--- src/rtl/gpio_bank_mmio.sv ---
`timescale 1ns/1ps
`default_nettype none
// ============================================================================
// Module      : gpio_bank_mmio
// Description : Memory-mapped GPIO bank with per-pin direction, atomic
//               set/clear/toggle, synchronised inputs and edge interrupts.
// Revision    : 1.0 - initial release
// ============================================================================
module gpio_bank_mmio #(
  parameter int          WIDTH       = 8,
  parameter logic [31:0] BASE_ADDR   = 32'h2000_0000,
  parameter int          SYNC_STAGES = 2
) (
  input  logic             clk,
  input  logic             rst_n,
  input  logic [31:0]      mem_addr,
  input  logic [31:0]      mem_wdata,
  input  logic [3:0]       mem_wmask,
  input  logic             mem_rstrb,
  output logic [31:0]      mem_rdata,
  input  logic [WIDTH-1:0] gpio_in,
  output logic [WIDTH-1:0] gpio_out,
  output logic [WIDTH-1:0] gpio_oe,
  output logic             irq
);

  localparam logic [5:0] C_OFF_DATA_IN  = 6'h00;
  localparam logic [5:0] C_OFF_DATA_OUT = 6'h01;
  localparam logic [5:0] C_OFF_DIR      = 6'h02;
  localparam logic [5:0] C_OFF_OUT_SET  = 6'h03;
  localparam logic [5:0] C_OFF_OUT_CLR  = 6'h04;
  localparam logic [5:0] C_OFF_OUT_TGL  = 6'h05;
  localparam logic [5:0] C_OFF_RISE_EN  = 6'h06;
  localparam logic [5:0] C_OFF_FALL_EN  = 6'h07;
  localparam logic [5:0] C_OFF_IRQ_STAT = 6'h08;

  logic [WIDTH-1:0] r_data_out;
  logic [WIDTH-1:0] r_dir;
  logic [WIDTH-1:0] r_rise_en;
  logic [WIDTH-1:0] r_fall_en;
  logic [WIDTH-1:0] r_irq_stat;
  logic [WIDTH-1:0] r_prev;
  logic [SYNC_STAGES-1:0][WIDTH-1:0] r_sync;
  logic             r_irq;

  logic             w_hit;
  logic [5:0]       w_off;
  logic             w_wr;
  logic             w_rd;
  logic [31:0]      w_lane32;
  logic [31:0]      w_wbits32;
  logic [WIDTH-1:0] w_lane;
  logic [WIDTH-1:0] w_wbits;
  logic [WIDTH-1:0] w_sync;
  logic [WIDTH-1:0] w_rise;
  logic [WIDTH-1:0] w_fall;
  logic [WIDTH-1:0] w_w1c;
  logic [WIDTH-1:0] w_data_out_nxt;
  logic [WIDTH-1:0] w_dir_nxt;
  logic [WIDTH-1:0] w_rise_en_nxt;
  logic [WIDTH-1:0] w_fall_en_nxt;
  logic [WIDTH-1:0] w_irq_stat_nxt;
  logic [31:0]      w_rd_val;

  // Address decode: the block owns one 256-byte page.
  assign w_hit = ((mem_addr & 32'hFFFF_FF00) == BASE_ADDR);
  assign w_off = mem_addr[7:2];
  assign w_wr  = w_hit && (mem_wmask != 4'b0000);
  assign w_rd  = w_hit && mem_rstrb;

  // Byte-lane mask; only enabled lanes of wdata ever reach a register.
  assign w_lane32  = {{8{mem_wmask[3]}}, {8{mem_wmask[2]}},
                      {8{mem_wmask[1]}}, {8{mem_wmask[0]}}};
  assign w_wbits32 = mem_wdata & w_lane32;
  assign w_lane    = w_lane32[WIDTH-1:0];
  assign w_wbits   = w_wbits32[WIDTH-1:0];

  generate
    if (WIDTH < 32) begin : g_unused_hi
      logic w_unused_hi;
      assign w_unused_hi = &{1'b0, w_lane32[31:WIDTH], w_wbits32[31:WIDTH]};
    end
  endgenerate

  // Edge detection on the synchronised pin values.
  assign w_sync = r_sync[SYNC_STAGES-1];
  assign w_rise = w_sync & ~r_prev;
  assign w_fall = ~w_sync & r_prev;
  assign w_w1c  = (w_wr && (w_off == C_OFF_IRQ_STAT)) ? w_wbits : '0;

  // New edge flags override a simultaneous write-one-to-clear.
  assign w_irq_stat_nxt = (r_irq_stat & ~w_w1c) | (w_rise & r_rise_en) | (w_fall & r_fall_en);

  // Next-state of the writable registers, honouring byte lanes.
  always_comb begin
    w_data_out_nxt = r_data_out;
    w_dir_nxt      = r_dir;
    w_rise_en_nxt  = r_rise_en;
    w_fall_en_nxt  = r_fall_en;
    if (w_wr) begin
      case (w_off)
        C_OFF_DATA_OUT: w_data_out_nxt = (r_data_out & ~w_lane) | w_wbits;
        C_OFF_OUT_SET:  w_data_out_nxt = r_data_out | w_wbits;
        C_OFF_OUT_CLR:  w_data_out_nxt = r_data_out & ~w_wbits;
        C_OFF_OUT_TGL:  w_data_out_nxt = r_data_out ^ w_wbits;
        C_OFF_DIR:      w_dir_nxt      = (r_dir & ~w_lane) | w_wbits;
        C_OFF_RISE_EN:  w_rise_en_nxt  = (r_rise_en & ~w_lane) | w_wbits;
        C_OFF_FALL_EN:  w_fall_en_nxt  = (r_fall_en & ~w_lane) | w_wbits;
        default: ;
      endcase
    end
  end

  // Read mux over the current (pre-write) register state.
  always_comb begin
    w_rd_val = '0;
    case (w_off)
      C_OFF_DATA_IN:  w_rd_val = 32'(w_sync);
      C_OFF_DATA_OUT: w_rd_val = 32'(r_data_out);
      C_OFF_DIR:      w_rd_val = 32'(r_dir);
      C_OFF_RISE_EN:  w_rd_val = 32'(r_rise_en);
      C_OFF_FALL_EN:  w_rd_val = 32'(r_fall_en);
      C_OFF_IRQ_STAT: w_rd_val = 32'(r_irq_stat);
      default:        w_rd_val = '0;
    endcase
  end

  // Input synchroniser chain and edge-history register.
  always_ff @(posedge clk or negedge rst_n) begin
    if (!rst_n) begin
      r_sync <= '0;
      r_prev <= '0;
    end else begin
      r_sync <= {r_sync[SYNC_STAGES-2:0], gpio_in};
      r_prev <= w_sync;
    end
  end

  // Control/status registers, registered read data and interrupt line.
  always_ff @(posedge clk or negedge rst_n) begin
    if (!rst_n) begin
      r_data_out <= '0;
      r_dir      <= '0;
      r_rise_en  <= '0;
      r_fall_en  <= '0;
      r_irq_stat <= '0;
      r_irq      <= 1'b0;
      mem_rdata  <= '0;
    end else begin
      r_data_out <= w_data_out_nxt;
      r_dir      <= w_dir_nxt;
      r_rise_en  <= w_rise_en_nxt;
      r_fall_en  <= w_fall_en_nxt;
      r_irq_stat <= w_irq_stat_nxt;
      r_irq      <= |r_irq_stat;
      if (w_rd) begin
        mem_rdata <= w_rd_val;
      end
    end
  end

  assign gpio_out = r_data_out;
  assign gpio_oe  = r_dir;
  assign irq      = r_irq;

endmodule
`default_nettype wire

--- config.mk ---
export PLATFORM = sky130hd
export DESIGN_NAME = gpio_bank_mmio
export DESIGN_NICKNAME = d
export VERILOG_FILES = /design/src/rtl/gpio_bank_mmio.sv
export SDC_FILE = /design/constraint.sdc
export NUM_CORES = 1
export LEC_CHECK = 0
export BUFFER_PORTS_ARGS = -buffer_cell sky130_fd_sc_hd__buf_2
export CAP_MARGIN = 40
export CORE_ASPECT_RATIO = 1.4
export CORE_MARGIN = 2
export CORE_UTILIZATION = 35
export CTS_CLUSTER_SIZE = 30
export DETAILED_ROUTE_END_ITERATION = 7
export GPL_TIMING_DRIVEN = 1
export HOLD_SLACK_MARGIN = 0.15
export PLACE_DENSITY = 0.71
export SYNTH_ARGS = -nofsm -noshare
export SYNTH_HDL_FRONTEND = slang
export SYNTH_SLANG_ARGS = --single-unit
--- constraint.sdc ---
create_clock -name clk -period 1.2 [get_ports clk]
set_input_delay 0.18 -clock clk [delete_from_list [all_inputs] [get_ports clk]]
set_output_delay 0.18 -clock clk [all_outputs]
set_load 0.01 [all_outputs]
# Word-level counts from Yosys, hierarchy flattened
# Index checks and enable logic that the tools add are counted.
op_classes:
  n_bitwise: 24
  n_eq_ne: 9
  reduce_logical: 11
  muxes: 3
op_table:
  columns: ["op", "count"]
  rows:
  - ["8-bit bitwise AND", 11]
  - ["8-bit bitwise OR", 7]
  - ["8-bit one-hot mux with 6 select lines", 1]
  - ["8-bit NOT", 5]
  - ["8-bit one-hot mux with 4 select lines", 1]
  - ["24-bit by 22-bit == test with 1-bit output, second input constant", 1]
  - ["6-bit by 3-bit == test with 1-bit output, second input constant", 4]
  - ["6-bit by 2-bit == test with 1-bit output, second input constant", 2]
  - ["8-bit 2-to-1 mux", 1]
  - ["2-bit AND reduction", 4]
  - ["4-bit nonzero test", 2]
  - ["8-bit OR reduction", 1]
  - ["8-bit XOR", 1]
  - ["6-bit by 1-bit == test with 1-bit output, second input constant", 1]
  - ["6-bit by 4-bit == test with 1-bit output, second input constant", 1]
  - ["6-bit zero test", 1]
  - ["1-bit logical AND", 3]
totals:
  regBits: 97
  elab_cells: 57
  input_bits: 79
  output_inout_bits: 49

# Longest topological paths before layout
# Gate-level depths: netlist (run 1).
depth:
  depth_word: 8
  mapped_depth: 7
  mapped_depth_nobuf: 6

# Worst setup path before layout (run 1)
# OpenSTA, ideal clock, no wires.
synth_timing:
  path_kind: "input-to-reg"
  from: "input port mem_addr[13]"
  to: "register (tool-made name)"
  slack_ps: -468
  required_time_ps: 1075
  n_path_buf: 0
  stages: 4
  arrival_ps: 1543
  setup_ps: 125
  cell_sequence: "nor4_1 -> nand2_1 -> nor4_4 -> mux2_2"
synth_lines:
  columns: ["item", "line", "source"]
  rows:
  - ["from (decl)", "16", "input logic [31:0] mem_addr,"]

# Final worst setup path (run 1)
layout_timing:
  from: "register r_data_out[5] (netlist: gpio_out[5])"
  to: "register r_data_out[5] (netlist: gpio_out[5])"
layout_between:
  elab_chain_cells: 3
  elab_cells_between_ends: 6
  classes_between: "mux (1); bitwise (5)"
layout_rtl:
  columns: ["item", "line", "source"]
  rows:
  - ["from (decl)", "37", "logic [WIDTH-1:0] r_data_out;"]
  - ["from (signal assigned)", "150", "r_data_out <= w_data_out_nxt;"]
  - ["8-bit bitwise AND", "102", "C_OFF_DATA_OUT: w_data_out_nxt = (r_data_out & ~w_lane) | w_wbits;"]
  - ["8-bit bitwise OR", "102", null]
  - ["8-bit one-hot mux with 4 select lines *", "101", "case (w_off)"]
# Every way passes the cells marked *; elsewhere a longest branch is shown, timed or not.
# A chain may end at the register's enable or synchronous reset.

==> flow_summary.toml, run 1 <==
[sta]
fin_crit_sh = 1.12
final_hold_viol_count = 0
min_period_ns = 1.35
timing.fmax_ghz = 0.743
slew_violations = 0
rsz0062_at_grt = "yes"
finalSetupViolations = 48
worst_slack_ns = -0.145
finClkSkew_ns = 0.00861

[die]
num_rows = 44
dieArea_um2 = 11500
coreArea_um2 = 10300
start_util = 0.360
die_x_um = 91.2
io_pins = 128
die_h_um = 126

[clock_tree]
cts.sinks = 73
clk_pin_slew_ns = 0.06
numCtsBuffers = 9
htree_levels = 3
clockRootBuffer = "clkbuf_16"
cts_tree = "done"
clk_latency_ns = 0.34
clockBufferDepth = 2

[run_status]
status = "finished, violations left"
violations = "setup timing"

[detailed_routing]
firstDrtPassIters = 4
drc_errors = 0
post_drt_wl_per_cell_um = 17.5
vias = 3163
antenna_left = 0
drtIter0Drc = 244
viasPerCell = 5.12
finalWirelength_um = 10800

[logic_synthesis]
avgSynthCellArea_um2 = 11.2
ys_seq_area_frac = 0.490
syn_area_um2 = 3730
yosys_warnings = 0
ys_ff_latch = 73
yosysUniqueCellTypes = 38
synthCells = 332

[setup_path]
criticalPathCategory = "reg2reg"
critical_path_required_ns = 1.46
worstPathArrival_ns = 1.60
path_max_fanout = 4
crit_path_end_kind = "flip-flop"
crit_path_start_kind = "flip-flop"

[layout]
antenna_cells = 0
area_growth_pct = 47.1
postLayoutCellArea_um2 = 5480
drive_gt1_frac = 0.460
fin_util = 0.530
nets = 563
fillers = 899

[global_routing]
grt_pass1_vias = 3448
grt_max_degree = 74
grt_pass1_wl_um = 17500
grt_overflow = 0
track_usage = 0.196
antenna_found_initial = 0

[place]
io_buffers = 77
gp_congestion = 0.842
placed_area_um2 = 4710
dp_hpwl_um = 7490

[power_and_ir_drop]
leakage_uw = 0.00256
powerDensity_nw_per_um2 = 1120
max-vdd-ir-drop_mv = 0.848

[job]
maxCapViolCount = 0

[hold_path]
hold_path.class = "in2reg"
[routing by layer]
metal	part of all wire	vias to the layer above	wire length [µm]	track usage
li1	-	1441	-	-
met1	0.36	1548	3920	0.220
met2	0.53	146	5670	0.341
met3	0.076	28	824	0.0520
met4	0.035	0	382	0.102
met5	0	-	0	0
[layout by cell type, fill, tap and decap left out, types with 9 or more instances in the layout]
cell type,netlist,final
buf_2,5,60
buf_4,24,34
buf_6,0,29
clkbuf_16,0,9
conb_1,1,24
dfrtp_1,73,72
dlygate4sd3_1,0,16
inv_1,13,13
mux2_2,47,37
mux2_4,0,11
mux2i_1,12,12
nand2_1,26,25
nand3_1,27,24
nor2_1,18,18
o21ai_0,12,10
[worst max-delay path, stage by stage (launching register included)]
cell and delay [ns]:
dfrtp_1 0.42, ha_1 0.30, inv_1 0.06, mux2i_1 0.07, mux2_2 0.27, o22ai_2 0.13
[cells in the mapped netlist, drive strengths merged]
cell type | instances | area, µm²
nand3 | 27 | 135
and2 | 1 | 6.26
nor2b | 1 | 6.26
inv | 13 | 48.8
o311ai | 1 | 8.76
a21o | 1 | 7.51
nor4 | 9 | 90.1
mux2i | 12 | 120
mux2 | 48 | 541
buf | 29 | 205
nand3b | 8 | 60.1
o21ai | 12 | 60.1
and4bb | 1 | 12.5
nor3 | 3 | 31.3
o22ai | 8 | 50.1
o211ai | 1 | 7.51
clkbuf | 5 | 18.8
nand2b | 1 | 6.26
a21oi | 8 | 40.0
nand4 | 1 | 12.5
a2111oi | 1 | 27.5
and4 | 1 | 8.76
nor4b | 3 | 38.8
nand2 | 26 | 97.6
o2111ai | 8 | 70.1
or4 | 1 | 7.51
and3 | 2 | 12.5
dfrtp | 73 | 1830
conb | 1 | 3.75
nor2 | 18 | 67.6
ha | 8 | 100
[timing repair]
action,4_1_cts,5_1_grt
pin swaps,24,0
hold buffers,16,0
gates resized for setup,49,10
buffers inserted,2,2
endpoints found under the setup margin,47,56
hold endpoints to repair,102,0
[through the flow]
stage	cells	power, µW	hold WS, ns	TNS, ns	worst slack (ns)
detailed placement	586	3100	0.240	-22.49	-0.545
floorplan	355	2830	-0.116	-11.55	-0.445
global route	618	6320	0.233	-8.33	-0.224
CTS	618	6170	0.217	-4.30	-0.123
global placement	586	3080	0.233	-22.16	-0.510
finish	618	6130	0.220	-4.84	-0.145
[report_power, final]
group          internal (µW)  switching (µW)
clock network           2010             983
logic                    287             326
registers               2500            22.7
[area by class of cell]
cell class	count	area, µm²	area share
well taps	138	173	0.0315
clock buffers	9	225	0.0411
multi-input cells	235	1960	0.358
inverters	13	48.8	0.00890
clock inverters	6	108	0.0196
flip-flops and latches	73	1830	0.333
repair buffers	144	1140	0.207
[cells by family (layout without fill, tap and decap cells)]
logic type      count (synthesis)  count (layout)  share of synthesized area
compound gates                 40              40                     0.0728
fa+ha+maj                       8               8                     0.0268
buf+inv                        47             172                     0.0732
flops                          73              73                      0.490
mux                            60              60                      0.177
other cells                     1              24                    0.00101
simple gates                  103             103                      0.159
[worst paths after layout]
check	to	cells after the start	start	slack, ns
worst min register to register	w_sync[2]$_DFF_PN0_	0	r_sync[2]$_DFF_PN0_	0.34
max in group asynchronous	gpio_out[6]$_DFFE_PN0P_	3	rst_n	0.47
min in group asynchronous	async pin	3	rst_n	0.39
worst max-delay path	gpio_out[5]$_DFFE_PN0P_	5	gpio_out[5]$_DFFE_PN0P_	-0.15
worst min-delay path	flip-flop	3	mem_wdata[3]	0.22
worst max register to register	gpio_out[5]$_DFFE_PN0P_	5	gpio_out[5]$_DFFE_PN0P_	-0.15
Power figures use the tool's default switching activity.
==> run 2: changes to the inputs <==
==> constraint.sdc (replaced) <==
create_clock -name clk -period 1.2 [get_ports clk]
set_input_delay 0.24 -clock clk [delete_from_list [all_inputs] [get_ports clk]]
set_output_delay 0.24 -clock clk [all_outputs]
set_load 0.01 [all_outputs]
==> run 2 against run 1 <==
Against the previous run:
- the run still ends with setup timing left
- setup slack worse by 0.048 ns
- worst hold slack worse by 0.024 ns
- power is 0.22% lower
- clock skew is 0.00084 ns lower
- maximum frequency is 3.4% lower
- wire length hardly changed
- largest cell class unchanged
- largest power group unchanged
==> flow_summary.toml, run 2 (synthesis results as in run 1) <==
[layout]
mostFrequentLayoutCells = "dfrtp_1, buf_2, mux2_2"
antenna_cells = 0
final_common_cell = "dfrtp_1"
fin_util = 0.527
drive_gt1_frac = 0.487
area_growth_pct = 46.4
postLayoutCellArea_um2 = 5460
nets = 555
fillers = 905

[sta]
finClkSkew_ns = 0.00777
rsz0062_at_grt = "yes"
fin_crit_sh = 1.16
finalSetupViolations = 56
slew_violations = 0
worst_slack_ns = -0.193
final_hold_viol_count = 0
holdWs_ns = 0.196
min_period_ns = 1.39
timing.fmax_ghz = 0.718

[power_and_ir_drop]
powerDensity_nw_per_um2 = 1120
seq_power_share = 0.413
switching_share = 0.218
max-vdd-ir-drop_mv = 0.726
power_switching_uw = 1330
p_comb_frac = 0.098
clkPwrFrac = 0.489
leakage_uw = 0.00254
intPower_uw = 4790

[detailed_routing]
vias = 3169
post_drt_wl_per_cell_um = 17.7
antenna_left = 0
viasPerCell = 5.20
drtIter0Drc = 253
finalWirelength_um = 10800
drc_errors = 0
firstDrtPassIters = 4

[clock_tree]
clk_pin_slew_ns = 0.06
clockBufferDepth = 2
clk_latency_ns = 0.33
clockRootBuffer = "clkbuf_16"
cts_tree = "done"
cts.sinks = 73
numCtsBuffers = 9
htree_levels = 3

[setup_path]
crit_path_end_kind = "flip-flop"
crit_path_start_kind = "primary input"
worstPathArrival_ns = 1.61
critical_path_required_ns = 1.41
rr_worst_depth = 5
criticalPathCategory = "in2reg"
path_max_fanout = 8

[global_routing]
grt_pass1_vias = 3436
grt_overflow = 0
grtUsageMet2 = 0.336
grt_pass1_wl_um = 17400
busiest_layer = "met2"
met1_usage = 0.216
grt_max_degree = 74
antenna_found_initial = 0
met3_usage = 0.0455
track_usage = 0.196

[die]
die_x_um = 91.2
start_util = 0.360
coreArea_um2 = 10300
io_pins = 128
num_rows = 44
die_h_um = 126
dieArea_um2 = 11500

[hold_path]
hold_path_depth = 2
hold_path.class = "in2reg"

[run_status]
violations = "setup timing"
status = "finished, violations left"

[place]
io_buffers = 77
dp_hpwl_um = 7540
placed_area_um2 = 4710
gp_congestion = 0.842

[job]
maxCapViolCount = 0
[run 2: changes by cell type in the layout (fill, tap and decap cells not counted), moves of 2 or more]
cell           change
a21oi_2            +8
o21ai_0            +2
mux2_2             +2
buf_6              +4
o21ai_1            -2
buf_4              -3
mux2_4             -2
a21oi_1            -8
dlygate4sd3_1      -7
[run 2: metrics by stage]
| step | TNS, ns | setup slack (ns) | std cells | total power, µW |
|---|---|---|---|---|
| 3_5_place_dp | -25.11 | -0.603 | 586 | 3100 |
| 5_1_grt | -9.51 | -0.220 | 610 | 6320 |
| 4_1_cts | -6.96 | -0.187 | 611 | 6170 |
| 6_report | -7.26 | -0.193 | 610 | 6120 |
| 3_3_place_gp | -25.03 | -0.570 | 586 | 3080 |
| 2_1_floorplan | -14.43 | -0.505 | 355 | 2830 |
[run 2: repair_timing]
item	in CTS	in global routing
setup endpoints to repair	56	56
hold buffers	9	0
gates resized for setup	65	5
pin swaps	15	6
endpoints found under the hold margin	81	0
setup buffers	2	1
[run 2: area by class of cell]
type	count	area, µm²	area share
Multi-Input combinational cell	235	2010	0.367
Clock buffer	9	225	0.0413
Timing Repair Buffer	136	1070	0.196
Inverter	13	48.8	0.00894
Sequential cell	73	1830	0.335
Clock inverter	6	108	0.0197
Tap cell	138	173	0.0316
[run 2: path summary, 6_finish.rpt]
kind,startpoint,to,slack [ns]
worst max-delay path,mem_addr[28],flip-flop,-0.19
worst min-delay path,mem_wdata[6],flip-flop,0.20
worst max register to register,gpio_out[0]$_DFFE_PN0P_,gpio_out[0]$_DFFE_PN0P_,-0.15
worst min register to register,r_sync[2]$_DFF_PN0_,w_sync[2]$_DFF_PN0_,0.34
max in group asynchronous,rst_n,gpio_out[6]$_DFFE_PN0P_,0.41
min in group asynchronous,rst_n,async pin,0.47
[run 2: metal layers]
metal | vias to the layer above | wire (µm)
li1 | 1428 | -
met1 | 1543 | 3980
met2 | 161 | 5580
met3 | 37 | 772
met4 | 0 | 473
met5 | - | 0
[run 2: worst max-delay path, stage by stage]
cell,delay (ns)
buf_6,0.10
nor4_4,0.31
nand4_2,0.22
nor4_4,0.24
buf_12,0.19
mux2_4,0.30
[run 2: power groups by stage]
| stage | sequential, µW | combinational (µW) | clock [µW] |
|---|---|---|---|
| 6_report | 2530 | 597 | 2990 |
| 4_1_cts | 2530 | 591 | 3050 |
| 3_3_place_gp | 2570 | 511 | 0 |
| 3_5_place_dp | 2570 | 528 | 0 |
| 2_1_floorplan | 2560 | 271 | 0 |
| 5_1_grt | 2530 | 646 | 3140 |
